### config.mk
export PLATFORM = sky130hd
export DESIGN_NAME = nonce_search_ctrl
export DESIGN_NICKNAME = d
export VERILOG_FILES = /design/src/rtl/nonce_search_pkg.sv /design/src/rtl/nonce_search_ctrl_hash_lt_cmp.sv /design/src/rtl/nonce_search_ctrl.sv
export SDC_FILE = /design/constraint.sdc
export NUM_CORES = 2
export LEC_CHECK = 0
export BUFFER_PORTS_ARGS = -buffer_cell sky130_fd_sc_hd__buf_2
export CORE_AREA = 2 2 755 757
export CTS_CLUSTER_DIAMETER = 80
export CTS_CLUSTER_SIZE = 24
export DETAILED_ROUTE_END_ITERATION = 8
export DIE_AREA = 0 0 757 759
export GPL_TIMING_DRIVEN = 1
export PLACE_DENSITY_LB_ADDON = 0.3
export REMOVE_ABC_BUFFERS = 1
export SLEW_MARGIN = 20
export SYNTH_ARGS = -nofsm -noshare
export SYNTH_HDL_FRONTEND = slang
export SYNTH_SLANG_ARGS = --single-unit
### constraint.sdc
create_clock -name clk -period 8.17 [get_ports clk]
set_input_delay 1.634 -clock clk [delete_from_list [all_inputs] [get_ports clk]]
set_output_delay 1.634 -clock clk [all_outputs]
set_load 0.05 [all_outputs]
### src/rtl/nonce_search_pkg.sv
`default_nettype none
// ============================================================================
// Module   : nonce_search_pkg
// Brief    : Shared widths, FSM state encoding and nonce-insertion helper for
//            the nonce search controller.
// Revision : 1.0 - initial release
// ============================================================================
package nonce_search_pkg;

    localparam int NONCE_W = 32;
    localparam int BLOCK_W = 512;
    localparam int HASH_W  = 256;

    typedef logic [2:0] state_t;

    localparam state_t S_IDLE  = 3'd0;
    localparam state_t S_CRST  = 3'd1;
    localparam state_t S_START = 3'd2;
    localparam state_t S_WAIT  = 3'd3;
    localparam state_t S_CHECK = 3'd4;

    // Replace 32-bit word 'word' of the template with the nonce.
    function automatic logic [BLOCK_W-1:0] insert_nonce(
        input logic [BLOCK_W-1:0] tmpl,
        input logic [NONCE_W-1:0] nonce,
        input logic [3:0]         word
    );
        logic [BLOCK_W-1:0] mask;
        logic [BLOCK_W-1:0] ins;
        mask = {{(BLOCK_W-NONCE_W){1'b0}}, {NONCE_W{1'b1}}} << {word, 5'd0};
        ins  = {{(BLOCK_W-NONCE_W){1'b0}}, nonce} << {word, 5'd0};
        return (tmpl & ~mask) | ins;
    endfunction

endpackage
`default_nettype wire

### src/rtl/nonce_search_ctrl_hash_lt_cmp.sv
`default_nettype none
// ============================================================================
// Module   : hash_lt_cmp
// Brief    : 256-bit unsigned less-than; combinational so it can be pipelined
//            later without touching the controller interface.
// Revision : 1.0 - initial release
// ============================================================================
module hash_lt_cmp
    import nonce_search_pkg::*;
(
    input  logic [HASH_W-1:0] i_a,
    input  logic [HASH_W-1:0] i_b,
    output logic              o_lt
);

    assign o_lt = (i_a < i_b);

endmodule
`default_nettype wire

### src/rtl/nonce_search_ctrl.sv
`default_nettype none
// ============================================================================
// Module   : nonce_search_ctrl
// Brief    : Sequences one SHA256 core through a nonce range, stopping on the
//            first hash below target, range end, abort or core timeout.
// Revision : 1.0 - initial release
// ============================================================================
module nonce_search_ctrl
    import nonce_search_pkg::*;
#(
    parameter int NONCE_WORD   = 3,
    parameter int CORE_TIMEOUT = 1024
) (
    input  logic               clk,
    input  logic               reset,
    input  logic [BLOCK_W-1:0] cfg_block,
    input  logic [HASH_W-1:0]  cfg_target,
    input  logic [NONCE_W-1:0] cfg_nonce_start,
    input  logic [NONCE_W-1:0] cfg_nonce_end,
    input  logic               go,
    input  logic               abort,
    output logic               busy,
    output logic               found,
    output logic               exhausted,
    output logic               timeout,
    output logic [NONCE_W-1:0] result_nonce,
    output logic [HASH_W-1:0]  result_hash,
    output logic [31:0]        attempts,
    output logic               core_reset,
    output logic               core_start,
    output logic [BLOCK_W-1:0] core_block,
    input  logic [HASH_W-1:0]  core_hash,
    input  logic               core_done
);

    localparam logic [15:0] c_WAIT_LAST  = 16'(CORE_TIMEOUT - 1);
    localparam logic [3:0]  c_NONCE_WORD = 4'(NONCE_WORD);

    state_t              r_state;
    logic [BLOCK_W-1:0]  r_block;
    logic [HASH_W-1:0]   r_target;
    logic [NONCE_W-1:0]  r_nonce;
    logic [NONCE_W-1:0]  r_nonce_end;
    logic [15:0]         r_wait;
    logic                r_core_rst;
    logic                r_found;
    logic                r_exhausted;
    logic                r_timeout;
    logic [NONCE_W-1:0]  r_result_nonce;
    logic [HASH_W-1:0]   r_result_hash;
    logic [31:0]         r_attempts;
    logic [BLOCK_W-1:0]  r_core_block;
    logic                w_hit;

    hash_lt_cmp u_cmp (
        .i_a  (r_result_hash),
        .i_b  (r_target),
        .o_lt (w_hit)
    );

    always_ff @(posedge clk) begin
        if (reset) begin
            r_state        <= S_IDLE;
            r_block        <= '0;
            r_target       <= '0;
            r_nonce        <= '0;
            r_nonce_end    <= '0;
            r_wait         <= '0;
            r_core_rst     <= 1'b0;
            r_found        <= 1'b0;
            r_exhausted    <= 1'b0;
            r_timeout      <= 1'b0;
            r_result_nonce <= '0;
            r_result_hash  <= '0;
            r_attempts     <= '0;
            r_core_block   <= '0;
        end else begin
            r_core_rst <= 1'b0;
            // Abort outranks done and timeout; status flags are left alone.
            if (abort && (r_state != S_IDLE)) begin
                r_core_rst <= 1'b1;
                r_state    <= S_IDLE;
            end else begin
                case (r_state)
                    S_IDLE: begin
                        if (go && !abort) begin
                            r_block     <= cfg_block;
                            r_target    <= cfg_target;
                            r_nonce     <= cfg_nonce_start;
                            r_nonce_end <= cfg_nonce_end;
                            r_attempts  <= '0;
                            r_found     <= 1'b0;
                            r_exhausted <= 1'b0;
                            r_timeout   <= 1'b0;
                            r_core_rst  <= 1'b1;
                            r_state     <= S_CRST;
                        end
                    end
                    S_CRST: begin
                        r_core_block <= insert_nonce(r_block, r_nonce, c_NONCE_WORD);
                        r_state      <= S_START;
                    end
                    S_START: begin
                        r_wait  <= '0;
                        r_state <= S_WAIT;
                    end
                    S_WAIT: begin
                        if (core_done) begin
                            r_result_hash <= core_hash;
                            r_state       <= S_CHECK;
                        end else if (r_wait == c_WAIT_LAST) begin
                            r_timeout  <= 1'b1;
                            r_core_rst <= 1'b1;
                            r_state    <= S_IDLE;
                        end else begin
                            r_wait <= r_wait + 16'd1;
                        end
                    end
                    S_CHECK: begin
                        r_result_nonce <= r_nonce;
                        if (r_attempts != '1) begin
                            r_attempts <= r_attempts + 32'd1;
                        end
                        if (w_hit) begin
                            r_found <= 1'b1;
                            r_state <= S_IDLE;
                        end else if (r_nonce == r_nonce_end) begin
                            r_exhausted <= 1'b1;
                            r_state     <= S_IDLE;
                        end else begin
                            // Core is re-reset so a lingering done cannot leak into the next WAIT.
                            r_nonce    <= r_nonce + 32'd1;
                            r_core_rst <= 1'b1;
                            r_state    <= S_CRST;
                        end
                    end
                    default: r_state <= S_IDLE;
                endcase
            end
        end
    end

    assign busy         = (r_state != S_IDLE);
    assign found        = r_found;
    assign exhausted    = r_exhausted;
    assign timeout      = r_timeout;
    assign result_nonce = r_result_nonce;
    assign result_hash  = r_result_hash;
    assign attempts     = r_attempts;
    assign core_reset   = reset | r_core_rst;
    assign core_start   = (r_state == S_START);
    assign core_block   = r_core_block;

endmodule
`default_nettype wire

; Yosys cells after proc, flatten, opt, wreduce, memory -nomap -nowiden
; Cells that the tools add are included.
[totals]
reg_bits = 1687
output_inout_bits = 838
elab_cells = 90
[op_classes]
add_sub_neg = 3
n_lt_le_gt_ge = 1
eq_ne = 17
mux = 32
bitwise = 3
reduce_logical = 20
[op_table]
columns = cell, n
row1 = 512-bit by 128-bit bitwise OR with 512-bit output, 1
row2 = 256-bit less-than comparator, 1
row3 = 32-bit two-way mux, 5
row4 = 32-bit one-hot mux with 2 select lines, 2
row5 = "32-bit by 1-bit adder with 32-bit output, second input constant", 2
row6 = 32-bit equality test, 1
row7 = 16-bit two-way mux, 2
row8 = "32-bit != test, second input constant", 1
row9 = 16-bit one-hot mux with 2 select lines, 1
row10 = "16-bit by 1-bit adder with 16-bit output, second input constant", 1
row11 = "16-bit by 10-bit equality test with 1-bit output, second input constant", 1
row12 = "2-bit != test, second input constant", 8
row13 = 3-bit one-hot mux with 5 select lines, 1
row14 = 5-bit AND reduction, 3
row15 = 1-bit two-way mux, 14
row16 = 4-bit AND reduction, 3
row17 = 3-bit two-way mux, 3
row18 = "3-bit by 2-bit equality test with 1-bit output, second input constant", 2
row19 = 1-bit one-hot mux with 2 select lines, 3
row20 = 2-bit AND reduction, 3
row21 = 3-bit AND reduction, 2
row22 = 2-bit nonzero test, 3
row23 = "3-bit by 1-bit equality test with 1-bit output, second input constant", 1
row24 = "3-bit equality test, second input constant", 1
row25 = other kinds (10), 11

; Depth between registers and ports, before layout
[depth]
depth_word = 5
ltp_mapped = 14

; Modules after synthesis
; Synthesis repeated with hierarchy kept, for this count alone.
[unflattened]
cells_unflattened = 8352
hier_area_um2 = 64690.8
[by_module_without_submodules]
columns = module, instances, cells_each, area_per_inst_um2
row1 = nonce_search_ctrl, 1, 7433, 58249.6
row2 = hash_lt_cmp, 1, 919, 6441.2

; Worst setup path before layout
; No wires, ideal clock.
[synth_timing]
path_kind = input-to-output
start = input reset
end = output core_reset
arrival_ns = 2.396
path_slack_ns = 4.140
path_stages = 3
n_path_buf = 2
path_cell_list = clkbuf_1 -> clkbuf_1 -> or2_2
[synth_via]
elab_chain_len = 1
[synth_rtl]
columns = item, line_no
row1 = "start, declared", nonce_search_ctrl.sv:15  ; input logic reset,
row2 = 1-bit bitwise OR, nonce_search_ctrl.sv:150  ; assign core_reset = reset | r_core_rst;
row3 = "end, declared", nonce_search_ctrl.sv:29  ; output logic core_reset,
; Every way passes these cells.

; Worst setup path after layout
[layout_timing]
start = register r_result_hash[180], in the netlist result_hash[180]
end = register r_nonce[7]
[layout_via]
elab_chain_len = 3
[layout_rtl]
columns = item, line_no
row1 = "start, declared", nonce_search_ctrl.sv:50  ; logic [HASH_W-1:0] r_result_hash;
row2 = "start signal, assigned", nonce_search_ctrl.sv:109  ; r_result_hash <= core_hash;
row3 = 256-bit less-than comparator, nonce_search_ctrl_hash_lt_cmp.sv:16  ; assign o_lt = (i_a < i_b);
row4 = 2-bit != test (no line), --
row5 = 5-bit AND reduction (no line), --
row6 = "end signal, assigned", nonce_search_ctrl.sv:89  ; r_nonce <= cfg_nonce_start;
row7 = "end signal, assigned", nonce_search_ctrl.sv:132  ; r_nonce <= r_nonce + 32'd1;
row8 = "end, declared", nonce_search_ctrl.sv:42  ; logic [NONCE_W-1:0] r_nonce;
; Every way passes these cells.
; A chain may end at the register's enable or synchronous reset.

==> results.yml <==
drt:
  detail_route.vias_per_cell: 3.66
  drt_first_pass_iters: 6
  wirelength_mm: 465
  vias: 64600
  wl_per_cell_um: 26.3
  drc: 0
  final_antenna_net_count: 0
  drtIter0Drc: 4597
timing:
  fmax_mhz: 186
  finalCriticalPeriod_ns: 5.38
  skew_ns: 0.0879
  layout_worst_path_cycle_share_pct: 65.8
  setup_violations: 0
  max_slew_margin_pct: 16.8
  rsz0062_at_grt: "false"
  hold_viol: 0
  worstMarginPinSlew_ns: 1.24
  setup_tns_ns: 0
  finalMaxSlewViolations: 0
  holdWs_ns: 0.405
logic_synthesis:
  ys_seq_area_share_pct: 51.5
  synth_edf_count: 0
  ys_ff_latch: 1655
  synth_flop_cell: "dfxtp_1"
  syn_inst: 8358
  avgSynthCellArea_sq_um: 7.70
  netlist_area_sq_um: 64400
  synth_cell_type_count: 63
  yosysWarnings: 0
  async_reset_ff_share_pct: 0
cts:
  path_clk_slew_ns: 0.08
  clockBufferDepth: 4
  ctsRootBufferMaster: "clkbuf_16"
  cts_htree_levels: 4
  hold_buffers: 0
  cts.sinks: 1655
  post_cts_buffers: 0
  insertion_delay_ns: 0.95
  cts_resized: 0
  cts_made_buffers: 154
  cts_tree: "built"
global_route:
  grt_first_pass_wirelength_mm: 592
  grt_pass1_vias: 60100
  grtUsageTotal_pct: 15.4
  antenna_found_initial: 319
  grt.overflow.total: 0
  grt_max_degree: 216
power_and_ir_drop:
  power_mw: 18.2
  leakage_nw: 33.9
  powerDensity_nw_per_um2: 207
  ir_drop_mv: 0.173
min_path:
  hold_start: "r_block[425]"
  min_to: "core_block[425]"
  worstHoldPathType: "flip-flop to flip-flop"
  worstHoldPathCells: 2
cells_and_area:
  fin_cells: 17600
  postLayoutCoreUtil_pct: 15.5
  drive_above_1_share_pct: 22.6
  num-fill-cells: 65800
  finalNetCount: 11300
  syn_to_final_growth_pct: 36.6
worst_setup_path:
  cp.required_ns: 8.91
  r2r_slack_ns: 2.79
  cp-end-kind: "flip-flop"
  criticalPathCategory: "flip-flop to flip-flop"
  r2r_end: "r_nonce[7]"
  worstPathArrival_ns: 6.12
  worst_r2r_path_depth: 13
  worst-path-max-fanout: 58
  cp-start-kind: "flip-flop"
  r2r-start: "result_hash[180]"
placement:
  dp.cells: 17300
  globalplace.congestion: 0.902
  dp_hpwl_mm: 383
  io_buffer_count: 1898
floorplan:
  rows: 277
  ios: 1931
  dieArea_sq_um: 575000
  start_util_pct: 11.4
  fp.dieH_um: 759
  fp.dieW_um: 757
  core_sq_um: 567000
job:
  drv_cap: 0
run_status:
  status: "finished clean"
## cells by family after synthesis
family	after synthesis	synth area share (%)
compound gates	1912	15.5
xor+xnor	67	0.912
fa+ha+maj	258	5.02
buf+inv	840	4.96
flops	1655	51.5
simple gates	3626	22.1
## per-stage QoR
stage / instance area [sq um] / worst slack (ns)
2_1_floorplan: 62200 / -32.37
3_5_place_dp: 82000 / 2.91
4_1_cts: 87700 / 2.88
5_1_grt: 87800 / 2.59
3_3_place_gp: 82000 / 2.99
6_report: 87900 / 2.79
## cells in the mapped netlist (10+ instances only)
master,number,share of area (%)
inv_1,272,1.6
nand4_1,67,0.65
a32o_1,17,0.26
nor2_1,108,0.63
a21oi_1,1698,13
nand3_1,54,0.42
and4_1,10,0.14
nor4_1,26,0.25
and3_1,25,0.24
nand2_1,3271,19
or3_1,13,0.13
ha_1,258,5.0
clkbuf_1,537,3.1
o21ai_0,61,0.47
xor2_1,59,0.80
buf_1,17,0.099
dfxtp_1,1655,51
a21o_1,18,0.21
nor3_1,18,0.14
a22oi_1,12,0.14
o21ai_1,13,0.10
a211oi_1,18,0.21
## cell usage in the layout (no fill, tap or decap), types with 7 or more instances in the layout
master,count
inv_6,23
or3_1,13
clkinv_2,7
a21o_1,18
a21oi_1,1698
dfxtp_1,1655
and4_1,10
diode_2,73
xnor2_1,8
a22oi_1,12
inv_12,11
xor2_1,59
nand2_1,3270
ha_1,258
o21ai_1,13
buf_2,1897
buf_4,42
a221oi_1,7
and2_1,7
buf_12,28
nor3_1,18
o211ai_1,8
nand2b_1,8
clkinv_8,23
a31oi_1,7
a211oi_1,18
nor2_1,107
o22ai_1,8
and3_1,24
o21ai_0,61
nand3_1,53
a32o_1,17
clkbuf_16,155
inv_8,18
inv_16,18
nor4_1,22
inv_1,272
nand4_1,67
## where the power goes
| group | switching (mW) | internal, mW |
|---|---|---|
| registers | 0.137 | 8.27 |
| logic | 0.960 | 0.459 |
| clock network | 4.37 | 4.04 |
| total | 5.46 | 12.8 |
## sequential cells by signal, summed over array words and instances (netlist names)
register	cells
result_nonce	32
r_target	256
found	1
exhausted	1
attempts	32
r_nonce	32
timeout	1
r_block	480
r_nonce_end	32
result_hash	256
core_block	512
r_core_rst	1
r_state	3
r_wait	16
## per-layer routing
layer | track usage (%) | vias up | wire, um | part of all wire (%)
met1 | 16.3 | 30600 | 168000 | 36
met5 | 0 | - | 788 | 0.17
met4 | 4.84 | 118 | 16300 | 3.5
met2 | 21.7 | 2560 | 184000 | 40
li1 | - | 30500 | - | -
met3 | 14.0 | 826 | 95200 | 20
## worst max path at each step
stage,from,to,slack [ns],cells after the start
5_1_grt,result_hash[181],r_nonce[25],2.59,13
6_report,result_hash[180],r_nonce[7],2.79,13
3_5_place_dp,result_hash[181],r_nonce[18],2.91,13
4_1_cts,result_hash[181],r_nonce[7],2.88,13
3_3_place_gp,result_hash[181],r_nonce[19],2.99,13
2_1_floorplan,abort,core_block[0],-32.37,3
## worst max-delay path, stage by stage (launching register included)
cell	delay, ns
dfxtp_1	0.45
ha_1	0.35
nand4_1	0.18
nor3_1	0.77
nand3_1	0.58
a211oi_1	0.72
nor4_1	0.31
o221ai_1	0.45
nor3_4	0.04
buf_4	0.21
a21oi_4	0.17
buf_4	0.49
o21ai_1	0.14
a32o_1	0.29
## final cells by class
cell class / instances / area (sq um) / area share (%)
sequential: 1655 / 33100 / 37.7
clock buffer: 164 / 3960 / 4.51
tap: 7533 / 9430 / 10.7
antenna: 73 / 183 / 0.208
multi-input combinational: 5863 / 28100 / 32.0
clock inverter: 116 / 1680 / 1.91
inverter: 272 / 1020 / 1.16
timing repair buffer: 1967 / 10400 / 11.8
No activity file was read; power rests on OpenSTA's default activity.
